## config.mk

```make
export PLATFORM = sky130hd
export DESIGN_NAME = modulo_escalonador_rolhas
export DESIGN_NICKNAME = d
export VERILOG_FILES = /design/src/rtl/modulo_escalonador_rolhas_pkg.sv /design/src/rtl/modulo_escalonador_rolhas_min3.sv /design/src/rtl/modulo_escalonador_rolhas.sv
export SDC_FILE = /design/constraint.sdc
export NUM_CORES = 1
export LEC_CHECK = 0
export ABC_AREA = 1
export BUFFER_PORTS_ARGS = -buffer_cell sky130_fd_sc_hd__buf_2
export CAP_MARGIN = 15
export CORE_MARGIN = 2
export CORE_UTILIZATION = 55
export DETAILED_ROUTE_END_ITERATION = 16
export PLACE_DENSITY_LB_ADDON = 0.08
export RECOVER_POWER = 100
export SLEW_MARGIN = 5
export SYNTH_ARGS = -nofsm -noshare
export SYNTH_HDL_FRONTEND = slang
export SYNTH_SLANG_ARGS = --single-unit
```

## constraint.sdc

```tcl
create_clock -name clk -period 6.9 [get_ports clk]
set_clock_uncertainty 0.1 [all_clocks]
set_input_delay 0.69 -clock clk [delete_from_list [all_inputs] [get_ports clk]]
set_output_delay 0.69 -clock clk [all_outputs]
set_load 0.1 [all_outputs]
```

## src/rtl/modulo_escalonador_rolhas_pkg.sv

```systemverilog
// pkg_rolhas: shared state codes, default capacities and counter widths for the cork scheduler
package pkg_rolhas;
  localparam int W_SEC = 7;
  localparam int W_PRI = 5;
  typedef enum logic [1:0] {IDLE = 2'b00, CARGA = 2'b01, TRANSF = 2'b10, FIM = 2'b11} estado_t;
  localparam logic [W_SEC-1:0] CAP_SEC_D = 7'd99;
  localparam logic [W_PRI-1:0] CAP_PRI_D = 5'd20;
  localparam logic [W_PRI-1:0] INIT_PRI_D = 5'd20;
  localparam logic [W_PRI-1:0] MIN_PRI_D = 5'd5;
  localparam logic [W_PRI-1:0] LOTE_D = 5'd15;
endpackage

```

## src/rtl/modulo_escalonador_rolhas_min3.sv

```systemverilog
// modulo_min3_rolhas: size of the next refill batch = min(LOTE, secondary stock, principal free room)
module modulo_min3_rolhas
  import pkg_rolhas::*;
#(
  parameter logic [W_PRI-1:0] LOTE = LOTE_D,
  parameter logic [W_PRI-1:0] CAP_PRI = CAP_PRI_D
) (
  input  logic [W_SEC-1:0] sec_count,
  input  logic [W_PRI-1:0] pri_count,
  output logic [W_PRI-1:0] rem_ini
);
  logic [W_SEC-1:0] vaga, a, b;
  always_comb begin
    vaga = W_SEC'(CAP_PRI - pri_count);
    a = W_SEC'(LOTE) < sec_count ? W_SEC'(LOTE) : sec_count;
    b = a < vaga ? a : vaga;
  end
  assign rem_ini = W_PRI'(b);
endmodule

```

## src/rtl/modulo_escalonador_rolhas.sv

```systemverilog
// modulo_escalonador_rolhas: cork stock owner, arbitrating operator loads against principal refills.
// Define ROLHAS_PRIORIDADE_ROTATIVA_EN to alternate grants on ties instead of fixed refill priority.
module modulo_escalonador_rolhas
  import pkg_rolhas::*;
#(
  parameter logic [W_SEC-1:0] CAP_SEC = CAP_SEC_D,
  parameter logic [W_PRI-1:0] CAP_PRI = CAP_PRI_D,
  parameter logic [W_PRI-1:0] INIT_PRI = INIT_PRI_D,
  parameter logic [W_PRI-1:0] MIN_PRI = MIN_PRI_D,
  parameter logic [W_PRI-1:0] LOTE = LOTE_D
) (
  input  logic             clk,
  input  logic             clr,
  input  logic             habilita,
  input  logic             consumo,
  input  logic             op_req,
  input  logic [W_SEC-1:0] op_qtd,
  output logic             op_ack,
  output logic             op_nack,
  output logic [W_SEC-1:0] sec_count,
  output logic [W_PRI-1:0] pri_count,
  output logic             ro,
  output logic             transf_ativa,
  output logic             transf_fim,
  output logic [1:0]       estado
);
  estado_t st;
  logic [W_PRI-1:0] rem, rem_ini, pri_nxt;
  logic [W_SEC:0] soma;
  logic pedido_auto, ganha_auto, inc, dec;
  modulo_min3_rolhas #(.LOTE(LOTE), .CAP_PRI(CAP_PRI)) u_min3 (
    .sec_count(sec_count),
    .pri_count(pri_count),
    .rem_ini(rem_ini)
  );
  assign pedido_auto = (pri_count < MIN_PRI) && (sec_count != '0);
`ifdef ROLHAS_PRIORIDADE_ROTATIVA_EN
  logic ultimo;
  // ultimo: 1 = refill got the last grant, so the operator wins the next tie
  assign ganha_auto = pedido_auto && (!op_req || !ultimo);
  always_ff @(posedge clk or negedge clr)
    if (!clr) ultimo <= 1'b0;
    else if (st == IDLE && habilita && (pedido_auto || op_req)) ultimo <= ganha_auto;
`else
  assign ganha_auto = pedido_auto;
`endif
  // A cork arriving and a cork sealed in the same cycle cancel out
  always_comb begin
    inc = (st == TRANSF);
    dec = consumo && (pri_count != '0 || inc);
    pri_nxt = (inc && !dec) ? pri_count + 1'b1 : (dec && !inc) ? pri_count - 1'b1 : pri_count;
    soma = {1'b0, sec_count} + {1'b0, op_qtd};
  end
  always_ff @(posedge clk or negedge clr) begin
    if (!clr) begin
      st <= IDLE;
      sec_count <= '0;
      pri_count <= INIT_PRI;
      rem <= '0;
      op_ack <= 1'b0;
      op_nack <= 1'b0;
      transf_fim <= 1'b0;
      ro <= 1'b0;
    end else begin
      op_ack <= 1'b0;
      op_nack <= 1'b0;
      transf_fim <= 1'b0;
      pri_count <= pri_nxt;
      ro <= (pri_nxt == '0);
      case (st)
        IDLE: begin
          if (habilita && ganha_auto) begin
            st <= TRANSF;
            rem <= rem_ini;
          end else if (habilita && op_req) begin
            st <= CARGA;
          end
        end
        CARGA: begin
          st <= IDLE;
          if (soma > {1'b0, CAP_SEC}) begin
            op_nack <= 1'b1;
          end else begin
            op_ack <= 1'b1;
            sec_count <= soma[W_SEC-1:0];
          end
        end
        TRANSF: begin
          sec_count <= sec_count - 1'b1;
          rem <= rem - 1'b1;
          if (rem == W_PRI'(1)) begin
            st <= FIM;
            transf_fim <= 1'b1;
          end
        end
        default: st <= IDLE;
      endcase
    end
  end
  assign transf_ativa = (st == TRANSF);
  assign estado = st;
endmodule

```

==> results of run 1 <==
worst reg2reg max path, stage by stage (launching register included):
cell and delay (ns):
sky130_fd_sc_hd__dfrtp_1 0.42, sky130_fd_sc_hd__inv_1 0.08, sky130_fd_sc_hd__nor2_1 0.69, sky130_fd_sc_hd__inv_1 0.60, sky130_fd_sc_hd__nand3_1 0.39, sky130_fd_sc_hd__inv_1 0.09, sky130_fd_sc_hd__o21ai_0 0.15, sky130_fd_sc_hd__nand2_1 0.06
sky130_fd_sc_hd__o21ai_0 0.10, sky130_fd_sc_hd__nand3_1 0.11, sky130_fd_sc_hd__nor2_1 0.12
Yosys cell counts (2+ instances only):
cell,n,share of area [%]
sky130_fd_sc_hd__a21oi_1,15,3.6
sky130_fd_sc_hd__dfrtp_1,21,25
sky130_fd_sc_hd__xor2_1,9,3.8
sky130_fd_sc_hd__nand3_4,2,1.7
sky130_fd_sc_hd__nand2_2,3,0.91
sky130_fd_sc_hd__inv_1,41,7.5
sky130_fd_sc_hd__nand3_1,30,7.3
sky130_fd_sc_hd__ha_1,20,12
sky130_fd_sc_hd__xnor2_1,2,0.85
sky130_fd_sc_hd__inv_2,4,0.73
sky130_fd_sc_hd__dfstp_2,2,2.5
sky130_fd_sc_hd__o21ai_0,11,2.7
sky130_fd_sc_hd__nand2_4,2,1.1
sky130_fd_sc_hd__nor2_1,28,5.1
sky130_fd_sc_hd__nor3_1,2,0.48
sky130_fd_sc_hd__nand4_1,2,0.61
sky130_fd_sc_hd__o21ai_1,2,0.48
sky130_fd_sc_hd__nand2_1,81,15
layout by cell type (no fill, tap or decap):
cell type / Yosys / layout
sky130_fd_sc_hd__o21a_1: 1 / 1
sky130_fd_sc_hd__a22oi_1: 1 / 1
sky130_fd_sc_hd__dfstp_2: 2 / 2
sky130_fd_sc_hd__ha_1: 20 / 20
sky130_fd_sc_hd__fa_1: 1 / 1
sky130_fd_sc_hd__a21boi_0: 1 / 1
sky130_fd_sc_hd__xor2_1: 9 / 9
sky130_fd_sc_hd__o22ai_1: 1 / 2
sky130_fd_sc_hd__clkbuf_1: 1 / 20
sky130_fd_sc_hd__nor2_1: 28 / 29
sky130_fd_sc_hd__conb_1: 1 / 3
sky130_fd_sc_hd__inv_1: 41 / 43
sky130_fd_sc_hd__o21bai_1: 1 / 1
sky130_fd_sc_hd__o21ai_1: 2 / 1
sky130_fd_sc_hd__and3_1: 1 / 1
sky130_fd_sc_hd__mux2i_1: 1 / 1
sky130_fd_sc_hd__o21ai_0: 11 / 12
sky130_fd_sc_hd__clkbuf_8: 0 / 3
sky130_fd_sc_hd__nand3_1: 30 / 33
sky130_fd_sc_hd__nand2_1: 81 / 84
sky130_fd_sc_hd__nand2_2: 3 / 1
sky130_fd_sc_hd__nor3_1: 2 / 2
sky130_fd_sc_hd__nand3b_1: 1 / 1
sky130_fd_sc_hd__inv_2: 4 / 2
sky130_fd_sc_hd__xnor2_1: 2 / 2
sky130_fd_sc_hd__nand4_1: 2 / 2
sky130_fd_sc_hd__buf_2: 0 / 10
sky130_fd_sc_hd__nand2_4: 2 / 1
sky130_fd_sc_hd__o211ai_1: 1 / 1
sky130_fd_sc_hd__clkinv_2: 0 / 1
sky130_fd_sc_hd__dfrtp_1: 21 / 21
sky130_fd_sc_hd__a21oi_1: 15 / 15
sky130_fd_sc_hd__nor4_1: 1 / 1
sky130_fd_sc_hd__o21ai_2: 1 / 1
registers in the layout, indices dropped and copies added, names as in the netlist:
| register | flops |
|---|---|
| rem | 5 |
| op_nack | 1 |
| estado | 2 |
| ro | 1 |
| pri_count | 5 |
| transf_fim | 1 |
| op_ack | 1 |
| sec_count | 7 |
routing by layer:
layer | vias up | global-route usage (%)
met2 | 60 | 36.9
met4 | 0 | 3.65
li1 | 1011 | -
met3 | 2 | 4.45
met5 | - | 0
met1 | 821 | 36.6
logic make-up after synthesis:
| kind of cell | share of synthesized area, % |
|---|---|
| buffers and inverters | 9.81 |
| AOI/OAI and AO/OA | 9.93 |
| xor gates and xnor gates | 4.66 |
| adders and majority gates | 13.1 |
| muxes | 0.485 |
| DFF | 28.0 |
| and+or+nand+nor | 33.9 |
| other | 0.182 |
final cells by class:
cell class / instances / area, sq um
sequential: 23 / 578
tap: 48 / 60.1
inverter: 45 / 169
clock buffer: 3 / 41.3
fill: 392 / 1420
timing repair buffer: 30 / 125
clock inverter: 1 / 5.00
multi-input combinational: 227 / 1240
through the flow:
step	instance area [sq um]	hold WS [ns]
2_1_floorplan	2070	0.294
3_3_place_gp	2250	0.407
3_5_place_dp	2250	0.410
4_1_cts	2300	0.304
5_1_grt	2210	0.446
6_report	2210	0.412
worst paths after layout:
check,from,to,slack (ns),depth (start not counted)
setup reg to reg,estado[1],ro,3.93,10
setup / recovery,estado[1],transf_ativa,3.72,3
hold reg to reg,rem[4],transf_fim,0.41,1
max in group asynchronous,clr,ro,5.36,1
hold / removal,rem[4],transf_fim,0.41,1
min in group asynchronous,clr,op_nack,0.58,1
==> results.txt, run 1 <==
- Status: finished clean
- For this block, the via count after detailed routing is around 1.9k.
- Fraction of final layout cells with drive strength greater than 1: under 10%
- In the finished design, the share of the clock period the worst path needs comes to approximately 46%.
- Highest fanout seen on the critical path: 11
- Among all flip-flop cells after synthesis, the most frequent one is sky130_fd_sc_hd__dfrtp_1.
- Sequential area share after synthesis: between 20 and 30%
- For this configuration, the core starts out at a cell density of a little under three fifths.
- DRC violation total after the first TritonRoute iteration: approximately 110
- The floorplan has 22 rows.
- Mapped Cells: approximately 300
- The root buffer cell chosen for the clock tree is sky130_fd_sc_hd__clkbuf_8.
- Leaving out filler cells and counting taps, the final layout contains roughly 380.
- In this run, synthesis produced a sequential element count of 23.
- Setup bufs post-CTS: 0
* Cts-stage hold buffer count: 0
- Max-cap violations: 0
* Mean Syn Cell Area: 6.96 sq um
* Critical path data required time: 6.11 ns
* Series of cell instances along the critical path: inv_1 > nor2_1 > clkbuf_1
- Class of the most critical hold timing path: flop to flop
* Clock Sinks: 23
- Clock transition time at the flip-flop clock pins of the worst setup and hold paths: around 0.090 ns
* Mapped cell area: roughly 0.0021 sq mm
- Wirelength per Cell: roughly 12 microns
- On the worst path, the slowest cell contributes a delay of 0.93 ns.
- Global-route total usage across every layer: approximately a quarter
* Die extent in x: roughly 65 microns
- CP max-delay cell: sky130_fd_sc_hd__clkbuf_1
* Gr ovfl total: 0
* Routed length on met2: 1.88 mm
- Of all flip-flops after synthesis, the portion carrying an async set or reset was 100%.
- Resized cells post-CTS: 0
* Post-route core utilization: 61.0%
- In this run the tool buffered the top-level ports with 30 buffer cells.
* Critical Path End Type: output port
- Setup repair after global routing left no endpoint under its margin.
- Signal routing reaches up to met4.
- Entering global routing, the biggest net connects 25 pins.
* Routed wire length on met3: just over 300 microns
- Pins over their slew limit: 0
- Based on the critical path, the design can be clocked at up to 0.314 GHz.
- Kind of critical path: flop to output port
- Setup total negative slack on the finished layout was measured at 0 ns.
- Antenna diode count: 0
- The first global-routing pass estimated 8.20 mm of wire.
- Residual DRC: 0
- I/O pin total: 31
* Wire length reported by the detailed router: around 4.6 mm
- Vias in the first global route: around 1.8k
- Layout Area Growth over Synthesis: 7.21%
- STA classifies the critical path startpoint as a flop.
- Setup slack after layout: between 3 and 4 ns
- Count of synthesis-stage warnings from yosys: 0
- In this run the number of H-tree levels came out at 1.
* Max-slew headroom: between 10% and 20%
- The initial antenna violation count came to 0.
- In the routed layout, each cell is associated on average with a via count of 5.02.
* Clk Latency, worst-skew pair: ~0.27 ns
- Routability-driven placement finished with a final weighted congestion of between 0.8 and 0.9.
- Final ANT Viol Nets: 0
* Post-Place Cells: 373
* Detailed Routing Iterations Pass 1: 4
- Met1 routed wirelength after detailed routing: around 2.4 mm
- TritonCTS built the clock tree.
- OpenSTA, run right after detailed placement, puts the worst setup slack at between 4 and 5 ns.
- Data arrival time of the worst path: around 2.4 ns
- Hold violation total from the final report: 0
- For the pin with the worst max-slew slack, the measured transition is 1.29 ns.
* Std-Cell Core Area: about 0.0036 sq mm
* Final Setup Violations: 0
- Post-synth EDFFs: 0
* Family with the most delay on the worst path: buffers and inverters
* Number of nets in the finished design: 363
- After layout, the minimum clock period comes to ~3.2 ns.
- Synth unique cells: 38
- Summed over all nets, the half-perimeter wirelength after detailed placement is between 3 and 4 mm.
* Count of buffering cells on the critical path with inverters included: 2
- Max Root-Sink Buffers: 2
- Die footprint: roughly 0.0043 sq mm
- Die span in y: 65.3 microns
- In this run, CTS created clock tree buffers numbering 3.
Power of run 1 is left out: the tool's default activity adds up to more than one toggle a clock period on the data nets, which glitch-free logic cannot reach.
==> inputs of run 2 (changes only) <==
--- a/config.mk
+++ b/config.mk
@@ -9,7 +9,7 @@
 export BUFFER_PORTS_ARGS = -buffer_cell sky130_fd_sc_hd__buf_2
 export CAP_MARGIN = 15
 export CORE_MARGIN = 2
-export CORE_UTILIZATION = 55
+export CORE_UTILIZATION = 52
 export DETAILED_ROUTE_END_ITERATION = 16
 export PLACE_DENSITY_LB_ADDON = 0.08
 export RECOVER_POWER = 100
==> constraint.sdc (replaced) <==
create_clock -name clk -period 2.8 [get_ports clk]
set_clock_uncertainty 0.1 [all_clocks]
set_input_delay 0.28 -clock clk [delete_from_list [all_inputs] [get_ports clk]]
set_output_delay 0.28 -clock clk [all_outputs]
set_load 0.1 [all_outputs]
==> run 2 against run 1 <==
Final cell count up 0.53%; critical path depth grew 10; setup slack got worse by 3.4 ns; routed wire length decreased by 0.42%; core utilization fell by 0.46 points; die area rose by 5.4%; non-clock buffer count rose by 2; count of clock-buffer cells in the layout is the same.
==> results.txt, run 2 (synthesis results as in run 1) <==
* Status: finished clean (unchanged)
* Die footprint: 0.00449 sq mm (was 0.00426 sq mm)
- The number of buffers created by CTS came to 3 (unchanged).
- Most common cell after layout, fill and taps aside: sky130_fd_sc_hd__nand2_1 (unchanged)
- The max capacitance violation total came to 0 (unchanged).
- The height of the die is 67.0 microns (was 65.3 microns).
- The final max-slew violation count is 0 (unchanged).
- The area added between synthesis and finish was 9.63% (was 7.21%).
* Half-perimeter wire length after placement: 3.51 mm (was 3.59 mm)
- Largest register FFs: 7 (unchanged)
* Fraction of final layout cells with drive strength greater than 1: 8.46% (was 6.38%)
* Area of combinational cells with multiple inputs: 0.00127 sq mm (was 0.00124 sq mm)
- Maximum number of pins on one net before global-route repair: 25 (unchanged)
- The maximum root-to-sink buffer count is 2 (unchanged).
- Clock Sinks: 23 (unchanged)
* Met1 capacity usage during global routing: 33.1% (was 36.6%)
* Hold violation total from the final report: 0 (unchanged)
- Data arrival time of the worst path: 2.57 ns (was 2.39 ns)
- The data required time at the worst endpoint came to 2.86 ns (was 6.11 ns).
- The final-stage net count was 365 (was 363).
- The busiest metal layer after global routing is met2 (unchanged).
- Commonest non-fill, non-tap cells in the layout: sky130_fd_sc_hd__nand2_1 (82), sky130_fd_sc_hd__inv_1 (43), sky130_fd_sc_hd__nand3_1 (32) (was sky130_fd_sc_hd__nand2_1 (84), sky130_fd_sc_hd__inv_1 (43), sky130_fd_sc_hd__nand3_1 (33)).
* Starting Density: 55.2% (was 56.9%)
- Number of vias in the routed layout: 1,929 (was 1,894)
- Class of the most critical hold timing path: input pin to flop (was flop to flop)
* Std-Cell Core Area: 0.00374 sq mm (was 0.00363 sq mm)
* Clock transition time at the flip-flop clock pins of the worst setup and hold paths: 0.09 ns (about the same)
* Kind of critical path: flop to flop (was flop to output port)
- Actual slew at the worst max-slew pin: 1.34 ns (was 1.29 ns)
* Highest fanout seen on the critical path: 6 (was 11)
- The clock insertion delay at the later pin of the skew report is 0.27 ns (about the same).
* Number of antenna violations at the first check in global routing: 0 (unchanged)
- The number of global-route vias before repair is 1,724 (was 1,797).
- Detailed Routing Iterations Pass 1: 4 (unchanged)
- Registers with the most flip-flops: sec_count x7, pri_count x5, rem x5 (unchanged)
- Worst setup slack after placement: 0.319 ns (was 4.25 ns)
- The detailed router's first-iteration violation count was 132 (was 112).
- The maximum level of the CTS H-tree was 1 (unchanged).
* TritonCTS clock tree: built (unchanged)
- The overall global routing resource usage came to 23.2% (was 24.3%).
- Residual DRC: 0 (unchanged)
* Cell chosen for the clock root: sky130_fd_sc_hd__clkbuf_8 (unchanged)
* Tmin final: 2.52 ns
- The accumulated negative setup slack is 0 ns (unchanged).
* Routed via count divided by cell count: 5.09 (was 5.02)
- Wirelength per Cell: 12.0 microns (was 12.1 microns)
- The number of ports placed on the die boundary came to 31 (unchanged).
- Unrepaired setup endpoints after global routing: false (unchanged).
* First-pass GRT wire length: 7.98 mm (was 8.20 mm)
- Resized cells post-CTS: 0 (unchanged)
* Setup slack after layout: 0.284 ns (was 3.72 ns)
* Met2 demand-to-capacity share in global routing: 36.3% (was 36.9%)
* Final Setup Violations: 0 (unchanged)
* Gp weighted congestion: 0.858 (was 0.885)
* Footprint of the flip-flops and latches: 581 sq um (was 578 sq um)
* Crit path launch type: flop (unchanged)
- The die span in x came to 67.0 microns (was 65.3 microns).
- The number of cell rows came to 22 (unchanged).
- Wire length reported by the detailed router: 4.54 mm (was 4.55 mm)
* Final-layout fill cell count: 392 (unchanged)
- Highest attainable clock frequency: 0.397 GHz
- Met3 Resource Use GR: 4.39% (was 4.45%)
* Critical Path End Type: flop (was output port)
- Fraction of the cycle the final worst path needs: about nine tenths
* Largest register by flop count: sec_count (unchanged)
* Port Buffer Count: 30 (unchanged)
- Final ANT Viol Nets: 0 (unchanged)
- Max-slew headroom: 10.9% (was 13.8%)
- Antenna diode count: 0 (unchanged)
- Gr ovfl total: 0 (unchanged)
==> run 2: cell count changes in the layout (fill, tap and decap cells not counted), sizes merged <==
cell | previous run | this run
dlygate4sd3 | 0 | 1
buf | 10 | 11
==> run 2: final timing paths <==
check	from	end	slack [ns]	cells after the start
max	pri_count[0]	rem[2]	0.28	13
min	consumo	pri_count[2]	0.25	4
max reg2reg	pri_count[0]	rem[2]	0.28	13
min reg2reg	rem[4]	transf_fim	0.43	1
max in group asynchronous	clr	pri_count[0]	0.99	2
min in group asynchronous	clr	sec_count[5]	0.73	2
==> run 2: timing repair <==
item | CTS | global route
setup buffers | 0 | 0
hold endpoints to repair | 21 | 0
hold buffers | 1 | 0
endpoints found under the setup margin | 0 | 0
==> run 2: through the flow <==
| step | instance area (sq um) | hold WS (ns) | instances | utilization (%) |
|---|---|---|---|---|
| 2_1_floorplan | 2080 | -0.116 | 299 | - |
| 3_3_place_gp | 2260 | 0.195 | 374 | 60.4 |
| 3_5_place_dp | 2260 | 0.193 | 374 | 60.4 |
| 4_1_cts | 2320 | 0.268 | 379 | 61.9 |
| 5_1_grt | 2260 | 0.275 | 379 | 60.5 |
| 6_report | 2260 | 0.246 | 379 | 60.5 |
==> run 2: worst max-delay path, stage by stage, from the launching register on <==
cell and delay, ns:
sky130_fd_sc_hd__dfrtp_2 0.42, sky130_fd_sc_hd__inv_1 0.12, sky130_fd_sc_hd__ha_1 0.25, sky130_fd_sc_hd__o21ai_0 0.22, sky130_fd_sc_hd__xor2_1 0.20, sky130_fd_sc_hd__inv_1 0.06
sky130_fd_sc_hd__ha_1 0.28, sky130_fd_sc_hd__a21oi_1 0.13, sky130_fd_sc_hd__o21a_1 0.21, sky130_fd_sc_hd__nand2_2 0.11, sky130_fd_sc_hd__nand2_1 0.07, sky130_fd_sc_hd__nand3_1 0.07
sky130_fd_sc_hd__nand2_1 0.09, sky130_fd_sc_hd__o21ai_0 0.07
==> run 2: metal layers <==
metal  vias to the layer above  part of all wire (%)
li1                       1016                     -
met1                       873                    53
met2                        35                    43
met3                         5                   3.9
met4                         0                  0.88
met5                         -                     0
==> run 2: area by class of cell <==
type / count / area share [%]
clock buffer: 3 / 1.82
clock inverter: 1 / 0.221
inverter: 45 / 7.46
multi-input combinational: 227 / 55.9
sequential: 23 / 25.6
tap: 48 / 2.65
timing repair buffer: 32 / 6.30
Power of run 2 is left out for the same reason.
